`src/rtl/uart_pkg.sv`:
```
//----------------------------------------------------------------------------
// Module : uart_pkg
// Brief  : Shared UART register bit positions, word-length codes, parity.
// Rev    : 1.0  initial release
//----------------------------------------------------------------------------
`default_nettype none

package uart_pkg;

  localparam int LCR_WLS_LSB = 0;
  localparam int LCR_PEN     = 3;
  localparam int LCR_EPS     = 4;
  localparam int LCR_SP      = 5;
  localparam int FCR_FIFO_EN = 0;
  localparam int FCR_TX_CLR  = 2;

  localparam logic [1:0] WL_5 = 2'd0;
  localparam logic [1:0] WL_6 = 2'd1;
  localparam logic [1:0] WL_7 = 2'd2;
  localparam logic [1:0] WL_8 = 2'd3;

  typedef enum logic {
    ST_IDLE = 1'b0,
    ST_BUSY = 1'b1
  } tx_state_e;

  // Parity over the active data bits only; stick mode forces the inverse of EPS.
  function automatic logic par_bit(input logic [7:0] data, input logic [1:0] wl,
                                   input logic even, input logic stick);
    logic [7:0] mask;
    logic       x;
    case (wl)
      WL_5:    mask = 8'h1F;
      WL_6:    mask = 8'h3F;
      WL_7:    mask = 8'h7F;
      default: mask = 8'hFF;
    endcase
    x = ^(data & mask);
    if (stick) return ~even;
    return even ? x : ~x;
  endfunction

endpackage

`default_nettype wire

```
`src/rtl/tx_fifo.sv`:
```
//----------------------------------------------------------------------------
// Module : tx_fifo
// Brief  : Synchronous TX FIFO with selectable depth (DEPTH or 1) and flush.
// Rev    : 1.0  initial release
//----------------------------------------------------------------------------
`default_nettype none

module tx_fifo #(
  parameter int DEPTH  = 16,
  parameter int LVL_W  = 5,
  parameter int DATA_W = 8
) (
  input  logic              clk,
  input  logic              rst_n,
  input  logic              push_i,
  input  logic [DATA_W-1:0] data_i,
  input  logic              pop_i,
  input  logic              clr_i,
  input  logic              depth_sel_i,
  output logic [DATA_W-1:0] data_o,
  output logic [LVL_W-1:0]  level_o,
  output logic              full_o,
  output logic              empty_o
);

  localparam int PTR_W = $clog2(DEPTH);

  logic [DATA_W-1:0] mem_q [DEPTH];
  logic [PTR_W-1:0]  wr_ptr_q, wr_ptr_d;
  logic [PTR_W-1:0]  rd_ptr_q, rd_ptr_d;
  logic [LVL_W-1:0]  level_q, level_d;
  logic              w_push_ok;
  logic              w_pop_ok;

  assign full_o    = (level_q == (depth_sel_i ? LVL_W'(DEPTH) : LVL_W'(1)));
  assign empty_o   = (level_q == '0);
  assign level_o   = level_q;
  assign data_o    = mem_q[rd_ptr_q];
  assign w_pop_ok  = pop_i && !empty_o;
  // A same-cycle pop frees the slot, so a write on a full FIFO still lands.
  assign w_push_ok = push_i && !clr_i && (!full_o || w_pop_ok);

  always_comb begin
    wr_ptr_d = wr_ptr_q;
    rd_ptr_d = rd_ptr_q;
    level_d  = level_q;
    if (clr_i) begin
      wr_ptr_d = '0;
      rd_ptr_d = '0;
      level_d  = '0;
    end else begin
      if (w_push_ok) wr_ptr_d = wr_ptr_q + PTR_W'(1);
      if (w_pop_ok)  rd_ptr_d = rd_ptr_q + PTR_W'(1);
      case ({w_push_ok, w_pop_ok})
        2'b10:   level_d = level_q + LVL_W'(1);
        2'b01:   level_d = level_q - LVL_W'(1);
        default: level_d = level_q;
      endcase
    end
  end

  always_ff @(posedge clk or negedge rst_n) begin
    if (!rst_n) begin
      wr_ptr_q <= '0;
      rd_ptr_q <= '0;
      level_q  <= '0;
    end else begin
      wr_ptr_q <= wr_ptr_d;
      rd_ptr_q <= rd_ptr_d;
      level_q  <= level_d;
    end
  end

  always_ff @(posedge clk) begin
    if (w_push_ok) mem_q[wr_ptr_q] <= data_i;
  end

endmodule

`default_nettype wire

```
`src/rtl/tx_scheduler.sv`:
```
//----------------------------------------------------------------------------
// Module : tx_scheduler
// Brief  : UART TX sequencing: buffering, framing/parity, start pulses, LSR status.
// Rev    : 1.0  initial release
//----------------------------------------------------------------------------
`default_nettype none

module tx_scheduler
  import uart_pkg::*;
#(
  parameter int FIFO_DEPTH = 16,
  parameter int LVL_W      = 5
) (
  input  logic             clk,
  input  logic             rst_n,
  input  logic             wr_en,
  input  logic [7:0]       wr_data,
  input  logic             fifo_en,
  input  logic             fifo_clr,
  input  logic [1:0]       word_length,
  input  logic             parity_en,
  input  logic             even_parity,
  input  logic             stick_parity,
  input  logic             tx_done,
  output logic             tx_start,
  output logic [8:0]       tx_data,
  output logic [LVL_W-1:0] tx_level,
  output logic             thre,
  output logic             temt,
  output logic             thre_event,
  output logic             overflow
);

  tx_state_e  state_q, state_d;
  logic [8:0] tx_data_q, tx_data_d;
  logic       tx_start_q, tx_start_d;
  logic       overflow_q, overflow_d;
  logic       fifo_en_q;
  logic       thre_prev_q;

  logic       w_clr;
  logic       w_pop;
  logic       w_full;
  logic       w_empty;
  logic [7:0] w_head;
  logic       w_par;
  logic [8:0] w_frame;

  // Switching FIFO mode discards whatever is queued, exactly like a flush.
  assign w_clr = fifo_clr || (fifo_en != fifo_en_q);

  tx_fifo #(
    .DEPTH (FIFO_DEPTH),
    .LVL_W (LVL_W),
    .DATA_W(8)
  ) u_tx_fifo (
    .clk        (clk),
    .rst_n      (rst_n),
    .push_i     (wr_en),
    .data_i     (wr_data),
    .pop_i      (w_pop),
    .clr_i      (w_clr),
    .depth_sel_i(fifo_en),
    .data_o     (w_head),
    .level_o    (tx_level),
    .full_o     (w_full),
    .empty_o    (w_empty)
  );

  always_comb begin
    w_par = par_bit(w_head, word_length, even_parity, stick_parity) & parity_en;
    case (word_length)
      WL_5:    w_frame = {3'b000, w_par, w_head[4:0]};
      WL_6:    w_frame = {2'b00, w_par, w_head[5:0]};
      WL_7:    w_frame = {1'b0, w_par, w_head[6:0]};
      default: w_frame = {w_par, w_head};
    endcase
  end

  always_comb begin
    state_d    = state_q;
    tx_data_d  = tx_data_q;
    tx_start_d = 1'b0;
    w_pop      = 1'b0;
    case (state_q)
      ST_IDLE: begin
        if (!w_empty) begin
          w_pop      = 1'b1;
          tx_data_d  = w_frame;
          tx_start_d = 1'b1;
          state_d    = ST_BUSY;
        end
      end
      ST_BUSY: begin
        if (tx_done) state_d = ST_IDLE;
      end
    endcase
    overflow_d = wr_en && !w_clr && w_full && !w_pop;
  end

  always_ff @(posedge clk or negedge rst_n) begin
    if (!rst_n) begin
      state_q     <= ST_IDLE;
      tx_data_q   <= '0;
      tx_start_q  <= 1'b0;
      overflow_q  <= 1'b0;
      fifo_en_q   <= 1'b0;
      thre_prev_q <= 1'b1;
    end else begin
      state_q     <= state_d;
      tx_data_q   <= tx_data_d;
      tx_start_q  <= tx_start_d;
      overflow_q  <= overflow_d;
      fifo_en_q   <= fifo_en;
      thre_prev_q <= thre;
    end
  end

  assign tx_start   = tx_start_q;
  assign tx_data    = tx_data_q;
  assign overflow   = overflow_q;
  assign thre       = w_empty;
  assign temt       = w_empty && (state_q == ST_IDLE);
  assign thre_event = w_empty && !thre_prev_q;

endmodule

`default_nettype wire

```
`config.mk`:
```
export PLATFORM = sky130hd
export DESIGN_NAME = tx_scheduler
export DESIGN_NICKNAME = d
export VERILOG_FILES = /design/src/rtl/uart_pkg.sv /design/src/rtl/tx_fifo.sv /design/src/rtl/tx_scheduler.sv
export SDC_FILE = /design/constraint.sdc
export NUM_CORES = 1
export LEC_CHECK = 0
export ABC_CLOCK_PERIOD_IN_PS = 4400
export BUFFER_PORTS_ARGS = -buffer_cell sky130_fd_sc_hd__clkbuf_2
export CORE_MARGIN = 4
export CORE_UTILIZATION = 60
export CTS_CLUSTER_DIAMETER = 150
export DETAILED_ROUTE_END_ITERATION = 8
export PLACE_DENSITY = 0.85
export SYNTH_ARGS = -nofsm -noshare
export SYNTH_HDL_FRONTEND = slang
export SYNTH_SLANG_ARGS = --single-unit
```
`constraint.sdc`:
```
create_clock -name clk -period 4.4 [get_ports clk]
set_clock_uncertainty 0.15 [all_clocks]
set_input_delay 0 -clock clk [delete_from_list [all_inputs] [get_ports clk]]
set_output_delay 0 -clock clk [all_outputs]
set_load 0.1 [all_outputs]
```
# After elaboration in Yosys (flattened, before gate mapping)
# Memory sizes are Yosys's and may differ from the RTL's.
# Index checks and enable logic that the tools add are counted.
totals:
  out_inout_bits: 19
  wordCells: 66
  memories: 1
  reg_bits: 27
  ramBits: 128
  inputBits: 19
op_classes:
  add_sub_neg: 4
  muxes: 19
  n_reduce_logical: 21
  eq_ne: 6
  n_bitwise: 6
memory_table:
  columns: ["name", "depth", "width", "rd", "rd_clocked_by_memory_dff", "write_ports", "line_no", "source"]
  rows:
  - ["u_tx_fifo.mem_q", 16, 8, 1, 0, 1, "tx_fifo.sv:28", "logic [DATA_W-1:0] mem_q [DEPTH];"]
op_table:
  columns: ["op", "n"]
  rows:
  - ["one-hot mux 9 bit (3 select lines)", 1]
  - ["one-hot mux 8 bit (3 select lines)", 1]
  - ["2-to-1 mux 4 bit", 4]
  - ["2-to-1 mux 5 bit", 2]
  - ["one-hot mux 5 bit (2 select lines)", 1]
  - ["2-to-1 mux 1 bit", 9]
  - ["adder 4 x 1 -> 4 bit (second input constant)", 2]
  - ["AND 8 bit", 1]
  - ["parity 8 bit", 1]
  - ["logical AND 1 bit", 7]
  - ["adder 5 x 1 -> 5 bit (second input constant)", 1]
  - ["== test 5 bit", 1]
  - ["zero test 1 bit", 5]
  - ["zero test 5 bit", 1]
  - ["subtractor 5 x 1 -> 5 bit (second input constant)", 1]
  - ["== test 2 x 1 -> 1 bit (second input constant)", 2]
  - ["== test 2 bit (second input constant)", 2]
  - ["NOT 1 bit", 4]
  - ["nonzero test 2 bit", 2]
  - ["nonzero test 3 bit", 1]
  - ["zero test 2 bit", 1]
  - ["logical OR 1 bit", 2]
  - ["one-hot mux 1 bit (2 select lines)", 1]
  - ["AND reduction 2 bit", 1]
  - ["other kinds (2)", 2]

# Longest topological paths before layout
# Gate-level depths: netlist of run 1.
logic_depth:
  word_depth: 9
  ltp_mapped: 14
  depth_no_buf: 14

# Modules after synthesis
# Synthesis of run 1 repeated with hierarchy kept, for this count alone.
hier_totals:
  cells_unflattened: 348
  area_unflattened_um2: 6688.9
modules_own_cells:
  columns: ["module", "area_each_um2", "seq_area_each_um2", "n_inst", "cells_each"]
  rows:
  - ["tx_fifo", 5957.0, 4169.0, 1, 287]
  - ["tx_scheduler", 732.0, 351.6, 1, 61]

# Least setup slack after synthesis of run 1
# No wires, ideal clock.
synth_timing:
  path_kind: "reg2reg"
  startpoint: "reg u_tx_fifo.level_q[1], in the netlist u_tx_fifo.level_o[1]"
  endpoint: "reg u_tx_fifo.level_q[4], in the netlist u_tx_fifo.level_o[4]"
  path_slack_ns: 1.035
  n_path_buf: 0
  t_required_ns: 4.149
  synth_period_minus_slack_ns: 3.365
  arrival_time_ns: 3.115
  setup_time_ns: 0.101
  path_stages_with_launch: 15
  path_cell_list: "dfrtp_1 or3_1 or3_1 nand2b_1 inv_1 nand2_1 inv_1 ha_1 a21o_1 a21oi_1 xnor2_1 nand2_1 nand2_1 nand2_1 o31ai_1"
synth_via:
  elab_chain_len: 9
  elab_cells_between_ends: 16
  cone_classes: "add/sub (2); eq/ne (3); mux (4); reduce/logical (7)"
synth_rtl:
  columns: ["item", "line_no", "source"]
  rows:
  - ["from (decl)", "tx_fifo.sv:31", "logic [LVL_W-1:0] level_q, level_d;"]
  - ["from (signal assigned)", "tx_fifo.sv:70", "level_q <= level_d;"]
  - ["zero test 5 bit", "tx_fifo.sv:36", "assign empty_o = (level_q == '0);"]
  - ["2-to-1 mux 1 bit", "tx_scheduler.sv:87", "if (!w_empty) begin"]
  - ["2-to-1 mux 1 bit", "tx_scheduler.sv:85", "case (state_q)"]
  - ["logical AND 1 bit", "tx_fifo.sv:39", "assign w_pop_ok = pop_i && !empty_o;"]
  - ["logical OR 1 bit", "tx_fifo.sv:41", "assign w_push_ok = push_i && !clr_i && (!full_o || w_pop_ok);"]
  - ["logical AND 1 bit", "tx_fifo.sv:41", null]
  - ["== test 2 x 1 -> 1 bit / == test 2 bit (equally long branches)", "tx_fifo.sv:54", "case ({w_push_ok, w_pop_ok})"]
  - ["one-hot mux 5 bit (2 select lines)", "tx_fifo.sv:54", null]
  - ["2-to-1 mux 5 bit", "tx_fifo.sv:47", "if (clr_i) begin"]
# Parallel ways exist; a longest one is shown, timed or not.
# A chain may end at the register's enable or synchronous reset.

# Final worst setup path of run 1
layout_timing:
  startpoint: "reg u_tx_fifo.rd_ptr_q[3]"
  endpoint: "reg tx_data_q[7], in the netlist tx_data[7]"
layout_via:
  elab_chain_len: 8
layout_rtl:
  columns: ["item", "line_no", "source"]
  rows:
  - ["from (decl)", "tx_fifo.sv:30", "logic [PTR_W-1:0] rd_ptr_q, rd_ptr_d;"]
  - ["from (signal assigned)", "tx_fifo.sv:69", "rd_ptr_q <= rd_ptr_d;"]
  - ["memory (16 x 8 bit) (*)", null, null]
  - ["AND 8 bit", "uart_pkg.sv:38", "x = ^(data & mask);"]
  - ["parity 8 bit", "uart_pkg.sv:38", null]
  - ["NOT 1 bit", "uart_pkg.sv:40", "return even ? x : ~x;"]
  - ["2-to-1 mux 1 bit (2 in series)", "uart_pkg.sv:40", null]
  - ["AND 1 bit", "tx_scheduler.sv:71", "w_par = par_bit(w_head, word_length, even_parity, stick_parity) & parity_en;"]
  - ["one-hot mux 9 bit (3 select lines) (*)", "tx_scheduler.sv:72", "case (word_length)"]
  - ["to (signal assigned)", "tx_scheduler.sv:111", "tx_data_q <= tx_data_d;"]
  - ["to (decl)", "tx_scheduler.sv:35", "logic [8:0] tx_data_q, tx_data_d;"]
# Every way passes the cells marked *; elsewhere a longest branch is shown, timed or not.

==> results_dict.tcl, run 1 <==
set metrics [dict create \
    slew_viol_final 0 \
    finalHoldViolCount 0 \
    yosys_warnings 0 \
    ys_ff_latch 155 \
    die_h_um 112 \
    endpoint_kind "register" \
    cts_tree "yes" \
    clk_pin_slew_ns 0.07 \
    ant_nets 0 \
    synth_seq_area_share 0.694 \
    grt_remaining_overflow 0 \
    p_leak_nw 2.80 \
    synth_top_area_frac 0.590 \
    synth.area.top_cells "edfxtp_1 (59%), dfrtp_1 (10%), mux4_2 (5.2%)" \
    whs_ns 0.0895 \
    num_vias 4074 \
    initial_core_util 0.623 \
    busiest_layer "met2" \
    post_dp_cell_area_mm2 0.00686 \
    p_int_w 0.00289 \
    setup_slack_ns 0.255 \
    cts.sinks 155 \
    ys_types 57 \
    maxSlewHeadroom 0.401 \
    globalplace.congestion 0.806 \
    grt_use_total 0.270 \
    core_mm2 0.0105 \
    drc 0 \
    power_frac_seq 0.385 \
    place_ws_ns 0.647 \
    grt_max_degree 27 \
    crit_type "reg -> reg" \
    path_max_fanout 11 \
    use_met2 0.436 \
    initialDrtViolationCount 650 \
    netSwitchingFraction 0.360 \
    synth_top_area_cell "edfxtp_1" \
    power.switching_w 0.00162 \
    synth.avg_cell_area_um2 16.6 \
    setup_viol 0 \
    final_common_cell "edfxtp_1" \
    power_density_mw_per_mm2 580 \
    worstPathArrival_ns 4.47 \
    hp-class "in -> reg" \
    syn2layout_area_growth_pct 19.4 \
    drive_above_1_share 0.222 \
    insertion_delay_ns 0.53 \
    period_minus_slack_ns 4.15 \
    wl_um 16400 \
    syn_nets 421 \
    grtUsageMet1 0.348 \
    cts_buffers 17 \
    ir_worst_vdd_mv 0.457 \
    nets 503 \
    dieWidth_um 112 \
    grt_pass1_vias 4104 \
    dr.pass1.iters 6 \
    crit_required_ns 4.72 \
    antenna_found_initial 2 \
    power_frac_clock 0.317 \
    rows 37 \
    root_buffer "clkbuf_8" \
    grt_pass1_wl_um 24600 \
    synth_ff_type "edfxtp_1" \
    routedWlPerCell_um 26.3 \
    synthArstFlopShare 0.174 \
    crit_path_start_kind "register" \
    fp.dieArea_mm2 0.0126 \
    setup-tns-final_ns 0 \
    fillerInstances 561 \
    status "completed" \
    design_area_mm2 0.00778 \
    vias_per_cell 6.52 \
    comb_power_share 0.298 \
    use_met3 0.0518 \
    worst_pin_slew_ns 0.894 \
    synth_edf_count 128 \
    portBuffers 37 \
    syn_area_mm2 0.00652 \
    hpwl_um 8980 \
    rsz0062_at_grt "false" \
    ios 38 \
    maxCapViolCount 0 \
    h-tree-depth 4 \
    synthCells 393 \
    max_freq_mhz 241 \
    most-common-layout-cells "edfxtp_1 (128), clkbuf_2 (37), nand2_1 (35)" \
    fin_crit_sh 0.942 \
    cts_buffer_depth 2 \
]
-- critical path: stages, from the launching register on --
cell           delay (ns)
dfrtp_1              0.64
mux4_2               0.57
o21ai_0              0.26
o21ai_1              0.19
and3_1               0.23
o21ai_0              0.20
xnor3_1              0.49
o21ai_2              0.19
nor4bb_2             0.32
a2bb2oi_1            0.24
dlygate4sd3_1        0.58
-- path summary, 6_finish.rpt --
kind | startpoint | end | slack (ns) | cells after the start
worst min register to register | tx_data[1] | tx_data[1] | 0.36 | 2
max in group asynchronous | rst_n | u_tx_fifo.rd_ptr_q[0] | 3.44 | 4
worst max register to register | u_tx_fifo.rd_ptr_q[3] | tx_data[7] | 0.25 | 10
worst min-delay path | tx_done | state_q | 0.09 | 3
min in group asynchronous | rst_n | thre_prev_q | 0.45 | 3
worst max-delay path | u_tx_fifo.rd_ptr_q[3] | tx_data[7] | 0.25 | 10
-- per-layer routing --
layer	wire length [um]	up-vias
met3	1410	59
met2	8250	305
li1	-	1691
met4	849	0
met1	5910	2019
met5	0	-
-- power by group through the flow --
stage / sequential, W / combinational, W / clock, W
floorplan: 0.00214 / 0.000624 / 0
global placement: 0.00177 / 0.00118 / 0
detailed placement: 0.00178 / 0.00120 / 0
CTS: 0.00175 / 0.00125 / 0.00142
global route: 0.00175 / 0.00141 / 0.00151
finish: 0.00174 / 0.00134 / 0.00143
-- synthesized netlist by cell type (all sizes together) (2+ instances only) --
| cell type | count |
|---|---|
| nor2b | 4 |
| or3 | 4 |
| nand2 | 35 |
| nand3 | 7 |
| o22ai | 2 |
| a21oi | 6 |
| nor2 | 18 |
| xor2 | 4 |
| and2 | 9 |
| o211ai | 2 |
| edfxtp | 128 |
| mux4 | 26 |
| nor4bb | 2 |
| dfrtp | 26 |
| a221oi | 2 |
| clkbuf | 3 |
| ha | 8 |
| o21ai | 11 |
| nand4 | 2 |
| nand2b | 5 |
| buf | 11 |
| nor3 | 6 |
| a22o | 2 |
| xnor2 | 10 |
| a22oi | 7 |
| mux2i | 9 |
| inv | 17 |
| mux2 | 3 |
| o31ai | 2 |
| nor3b | 2 |
| a21o | 2 |
| a2bb2oi | 3 |
-- state kept, by name, indices dropped and copies added, names as in the netlist --
signal              count
fifo_en_q               1
u_tx_fifo.level_o       5
thre_prev_q             1
u_tx_fifo.mem_q       128
u_tx_fifo.wr_ptr_q      4
u_tx_fifo.rd_ptr_q      4
state_q                 1
tx_data                 9
tx_start                1
overflow                1
-- cell families (layout without fill, tap and decap cells) --
group | count (synthesis) | count (layout) | synth area share
XOR/XNOR | 15 | 15 | 0.0223
adder cells (fa/ha/maj) | 9 | 9 | 0.0184
other | 0 | 2 | 0
flip-flops | 155 | 155 | 0.694
buffers and inverters | 31 | 125 | 0.0242
multiplexers | 38 | 38 | 0.115
AND/OR/NAND/NOR | 98 | 98 | 0.0747
AO/OA/AOI/OAI | 47 | 47 | 0.0516
-- stage by stage --
stage               instances  power (W)  utilization
floorplan                 393    0.00277            -
global placement          562    0.00295        0.656
detailed placement        562    0.00297        0.656
CTS                       619    0.00443        0.736
global route              625    0.00467        0.744
finish                    625    0.00451        0.744
-- layout make-up --
class / instances / area, um2 / area share
Tap cell: 136 / 170 / 0.0219
Clock inverter: 12 / 150 / 0.0193
Multi-Input combinational cell: 207 / 1850 / 0.238
Clock buffer: 19 / 422 / 0.0542
Inverter: 17 / 63.8 / 0.00820
Antenna cell: 2 / 5.00 / 0.000643
Timing Repair Buffer: 77 / 593 / 0.0762
Sequential cell: 155 / 4530 / 0.582
-- repair_timing --
item | CTS | global route
buffers inserted | 0 | 4
endpoints found under the hold margin | 175 | 0
resized for setup | 0 | 5
endpoints found under the setup margin | 0 | 1
hold buffers | 26 | 0
Power figures use the tool's default switching activity.
==> run 2: changes to the inputs <==
--- a/config.mk
+++ b/config.mk
@@ -5,7 +5,7 @@
 export SDC_FILE = /design/constraint.sdc
 export NUM_CORES = 1
 export LEC_CHECK = 0
-export ABC_CLOCK_PERIOD_IN_PS = 4400
+export ABC_CLOCK_PERIOD_IN_PS = 5400
 export BUFFER_PORTS_ARGS = -buffer_cell sky130_fd_sc_hd__clkbuf_2
 export CORE_MARGIN = 4
 export CORE_UTILIZATION = 60
==> constraint.sdc (replaced) <==
create_clock -name clk -period 5.4 [get_ports clk]
set_clock_uncertainty 0.15 [all_clocks]
set_input_delay 0 -clock clk [delete_from_list [all_inputs] [get_ports clk]]
set_output_delay 0 -clock clk [all_outputs]
set_load 0.1 [all_outputs]
==> run 2 against run 1 <==
Critical path depth is 1 higher. Clock-buffer cell count stayed put. Total power is 19% lower. Critical path type unchanged. Utilization is 1.1 points lower. Combinational power is 21% lower. Largest cell class unchanged.
==> results_dict.tcl, run 2 (synthesized netlist as in run 1, its figures left out) <==
set metrics [dict create \
    grt_max_degree 27 \
    p_leak_nw 2.75 \
    ir_worst_vdd_mv 0.399 \
    dr.pass1.iters 5 \
    endpoint_kind "register" \
    cts_buffer_depth 2 \
    fp.dieArea_mm2 0.0126 \
    most-common-layout-cells "edfxtp_1 (128), clkbuf_2 (37), nand2_1 (35)" \
    met3_length_um 1570 \
    hpwl_um 8980 \
    comb_power_share 0.289 \
    grt_use_total 0.275 \
    worstPathArrival_ns 5.39 \
    crit_chain "mux4_2, a22o_1, a221oi_2, xor2_1, xnor2_1, xnor3_1, o21ai_2, dlygate4sd3_1, and4b_1, dlygate4sd3_1, o31a_1" \
    power_density_mw_per_mm2 477 \
    ios 38 \
    place_ws_ns 1.40 \
    dpl.cell_count 557 \
    path_max_fanout 25 \
    slowest_stage "dfrtp_1" \
    h-tree-depth 4 \
    whs_ns 0.0336 \
    wl_met1_um 5600 \
    insertion_delay_ns 0.54 \
    top_register "u_tx_fifo.mem_q" \
    setup_slack_ns 0.332 \
    fin_util 0.733 \
    dieWidth_um 112 \
    crit_path_start_kind "register" \
    crit_top_cell "dlygate4sd3_1" \
    power_frac_clock 0.322 \
    nets 494 \
    netSwitchingFraction 0.364 \
    rows 37 \
    path_delay_family "buffers and inverters" \
    largest_reg_flops 128 \
    fillerInstances 562 \
    cts_buffers 17 \
    critPathMaxStageDelay_ns 1.11 \
    grt_pass1_vias 4173 \
    final_common_cell "edfxtp_1" \
    grt_pass1_wl_um 25000 \
    top_layer_used "met4" \
    crit_required_ns 5.73 \
    drc 0 \
    cts_resized 0 \
    cts_tree "yes" \
    hp-class "in -> reg" \
    initial_core_util 0.623 \
    routedWlPerCell_um 26.8 \
    wl_um 16500 \
    maxCapViolCount 0 \
    clk_pin_slew_ns 0.07 \
    rsz0062_at_grt "false" \
    final_cells 615 \
    crit_type "reg -> reg" \
    num_vias 3991 \
    globalplace.congestion 0.810 \
    antenna_found_initial 0 \
    status "completed" \
    crit_start "u_tx_fifo.rd_ptr_q[1]" \
    fin_crit_sh 0.939 \
    setup-tns-final_ns 0 \
    max_freq_mhz 197 \
    setup_viol 0 \
    portBuffers 37 \
    grt_remaining_overflow 0 \
    worst_pin_slew_ns 1.25 \
    cts.sinks 155 \
    power_frac_seq 0.389 \
    reg2reg_from "u_tx_fifo.rd_ptr_q[1]" \
    period_minus_slack_ns 5.07 \
    initialDrtViolationCount 525 \
    wl_met2_um 8470 \
    root_buffer "clkbuf_8" \
    syn2layout_area_growth_pct 17.6 \
    cp_num_buf_inv 2 \
    finalHoldViolCount 0 \
    core_mm2 0.0105 \
    vias_per_cell 6.49 \
    p_int_w 0.00232 \
    slew_viol_final 0 \
    hp-start "tx_done" \
    die_h_um 112 \
    power.switching_w 0.00133 \
    maxSlewHeadroom 0.166 \
    drive_above_1_share 0.203 \
    diodes 0 \
    ant_nets 0 \
]
[run 2: cell types whose count changed in the layout (fill, tap and decap cells not counted), moves of 2 or more]
cell and change:
buf_4 -7, dfrtp_1 +2, clkinv_2 +2, diode_2 -2, dfrtp_4 -2
[run 2: per-stage QoR]
| stage | cell area, um2 | total power (W) |
|---|---|---|
| 2_1_floorplan | 6520 | 0.00226 |
| 3_3_place_gp | 6820 | 0.00240 |
| 3_5_place_dp | 6820 | 0.00243 |
| 4_1_cts | 7670 | 0.00361 |
| 5_1_grt | 7670 | 0.00377 |
| 6_report | 7670 | 0.00366 |
[run 2: timing repair]
action,4_1_cts,5_1_grt
setup buffers,0,0
endpoints found under the hold margin,175,0
hold buffers,26,0
[run 2: per-layer routing]
layer | up-vias | track usage
met5 | - | 0
met4 | 0 | 0.150
met3 | 60 | 0.0722
met2 | 292 | 0.453
met1 | 1965 | 0.332
li1 | 1674 | -
[run 2: power groups by stage]
| stage | Combinational [W] | Clock (W) | Sequential, W |
|---|---|---|---|
| after CTS | 0.00103 | 0.00115 | 0.00142 |
| after floorplan | 0.000508 | 0 | 0.00175 |
| after global placement | 0.000961 | 0 | 0.00144 |
| after global routing | 0.00110 | 0.00124 | 0.00143 |
| after detailed placement | 0.000986 | 0 | 0.00144 |
| final | 0.00106 | 0.00118 | 0.00142 |
[run 2: path summary, 6_finish.rpt]
path,slack (ns),endpoint,depth (start not counted)
worst max register to register,0.33,tx_data[5],11
min in group asynchronous,0.43,thre_prev_q,3
max in group asynchronous,4.48,u_tx_fifo.rd_ptr_q[0],4
worst min-delay path,0.03,state_q,3
worst min register to register,0.33,tx_data[4],2
worst max-delay path,0.33,tx_data[5],11
[run 2: layout make-up]
class                   count  area [um2]  area share
flip-flops and latches    155        4520       0.590
multi-input cells         207        1840       0.241
repair buffers             68         493      0.0643
clock buffers              19         422      0.0550
well taps                 136         170      0.0222
clock inverters            13         151      0.0197
inverters                  17        63.8     0.00832
[run 2: tightest hold or removal path, delay by kind of cell]
family	cells	cell delay (ns)
buffers and inverters	2	0.63
AO/OA/AOI/OAI	1	0.06
==> run 3: changes to the inputs <==
--- a/config.mk
+++ b/config.mk
@@ -11,7 +11,9 @@
 export CORE_UTILIZATION = 60
 export CTS_CLUSTER_DIAMETER = 150
 export DETAILED_ROUTE_END_ITERATION = 8
+export MAX_ROUTING_LAYER = met4
 export PLACE_DENSITY = 0.85
+export REMOVE_ABC_BUFFERS = 1
 export SYNTH_ARGS = -nofsm -noshare
 export SYNTH_HDL_FRONTEND = slang
 export SYNTH_SLANG_ARGS = --single-unit
==> run 3 against run 2 <==
Non-clock buffer count fell by 3. Utilization fell by 0.31 points. Critical path depth did not move. Sequential share of layout area rose by 0.25 points. Clock power fell by 6%. Cell area fell by 0.42%. Die area did not move. Critical endpoint unchanged. Highest routed layer unchanged.
==> results_dict.tcl, run 3 (synthesized netlist as in run 1, its figures left out) <==
set metrics [dict create \
    most-common-layout-cells "edfxtp_1 (128), clkbuf_2 (37), nand2_1 (35)" \
    cts_resized 0 \
    die_h_um 112 \
    ant_nets 0 \
    top_register "u_tx_fifo.mem_q" \
    period_minus_slack_ns 4.92 \
    setup_viol 0 \
    path_max_fanout 37 \
    power_density_mw_per_mm2 466 \
    worst_pin_slew_ns 1.18 \
    holdPathEnd "state_q" \
    drc 0 \
    h-tree-depth 4 \
    nets 491 \
    crit_required_ns 5.73 \
    grt_remaining_overflow 0 \
    status "completed" \
    fin_util 0.730 \
    antenna_found_initial 0 \
    drive_above_1_share 0.198 \
    dr.pass1.iters 5 \
    grt_pass1_vias 3878 \
    crit_path_start_kind "register" \
    final_common_cell "edfxtp_1" \
    root_buffer "clkbuf_8" \
    cts_buffer_depth 2 \
    place_ws_ns 1.39 \
    wl_um 14000 \
    vias_per_cell 6.16 \
    slew_viol_final 0 \
    setup-tns-final_ns 0 \
    globalplace.congestion 0.843 \
    dieWidth_um 112 \
    diodes 0 \
    core_mm2 0.0105 \
    cts_buffers 17 \
    fp.dieArea_mm2 0.0126 \
    hpwl_um 8470 \
    worstPathArrival_ns 5.25 \
    finalHoldViolCount 0 \
    crit_type "reg -> reg" \
    rows 37 \
    syn2layout_area_growth_pct 17.1 \
    grt_pass1_wl_um 21800 \
    reg2reg_from "u_tx_fifo.rd_ptr_q[0]" \
    fin_crit_sh 0.911 \
    max_freq_mhz 203 \
    endpoint_kind "register" \
    reg2reg_slack_ns 0.48 \
    hp-class "in -> reg" \
    maxSlewHeadroom 0.211 \
    insertion_delay_ns 0.53 \
    initial_core_util 0.623 \
    cts_tree "yes" \
    p_leak_nw 2.73 \
    grt_max_degree 38 \
    ios 38 \
    largest_reg_flops 128 \
    reg2regPathDepth 11 \
    clk_pin_slew_ns 0.06 \
    ir_worst_vdd_mv 0.570 \
    setup_slack_ns 0.479 \
    rsz0062_at_grt "false" \
    num_vias 3763 \
    routedWlPerCell_um 23.0 \
    hold_depth 3 \
    initialDrtViolationCount 502 \
    portBuffers 37 \
    total_power_w 0.00356 \
    grt_use_total 0.244 \
    maxCapViolCount 0 \
    r2r_end "tx_data[5]" \
    cts.sinks 155 \
    hp-start "tx_done" \
]
## run 3: cell types whose count changed in the layout (fill, tap and decap cells not counted), sizes merged
cell	delta
clkinv	+1
bufinv	-1
clkinvlp	-3
inv	+2
dlygate4sd3	+1
buf	-4
## run 3: per-layer routing
| metal | routed length, um | track usage | vias to the layer above | share of wire |
|---|---|---|---|---|
| met3 | 1250 | 0.0755 | 25 | 0.089 |
| met1 | 5420 | 0.299 | 1892 | 0.39 |
| met5 | 0 | - | - | 0 |
| met2 | 7000 | 0.383 | 186 | 0.50 |
| met4 | 377 | 0.0954 | 0 | 0.027 |
| li1 | - | - | 1660 | - |
## run 3: worst max-delay path, cell delays in order (launching register included)
cell           delay [ns]
dfrtp_2              1.03
mux4_1               0.66
a22o_1               0.20
a221oi_2             0.24
xor2_1               0.25
xnor2_1              0.20
xnor3_1              0.43
o21ai_2              0.21
dlygate4sd3_1        0.60
and4b_1              0.18
dlygate4sd3_1        0.55
o31a_1               0.11
## run 3: final cells by class
| class | instances | area [um2] |
|---|---|---|
| Sequential cell | 155 | 4520 |
| Fill cell | 612 | 2830 |
| Tap cell | 136 | 170 |
| Clock buffer | 19 | 422 |
| Multi-Input combinational cell | 207 | 1860 |
| Timing Repair Buffer | 65 | 473 |
| Inverter | 17 | 63.8 |
| Clock inverter | 12 | 124 |
## run 3: where the power goes
part	leakage, nW	switching (W)	internal (W)
registers	1.50	0.0000764	0.00136
clock network	0.263	0.000457	0.000652
logic	0.969	0.000745	0.000264
## run 3: worst max path at each step
stage / from / to / slack (ns) / cells after the start
after floorplan: u_tx_fifo.rd_ptr_q[0] / tx_data[5] / 1.48 / 9
after global placement: u_tx_fifo.rd_ptr_q[0] / tx_data[5] / 1.57 / 9
after detailed placement: u_tx_fifo.rd_ptr_q[0] / tx_data[7] / 1.39 / 9
after CTS: u_tx_fifo.rd_ptr_q[0] / tx_data[5] / 0.58 / 11
after global routing: u_tx_fifo.rd_ptr_q[0] / tx_data[5] / 0.25 / 11
final: u_tx_fifo.rd_ptr_q[0] / tx_data[5] / 0.48 / 11
## run 3: per-stage QoR
step	hold slack [ns]	std cells	instance area, um2
2_1_floorplan	-0.446	379	6420
3_3_place_gp	-0.0924	553	6810
3_5_place_dp	-0.0822	553	6810
4_1_cts	0.0152	611	7630
5_1_grt	0.0428	611	7630
6_report	0.0446	611	7630
## run 3: repair_timing
action | CTS | global route
hold endpoints to repair | 175 | 0
hold buffers | 27 | 0
buffers inserted | 0 | 0
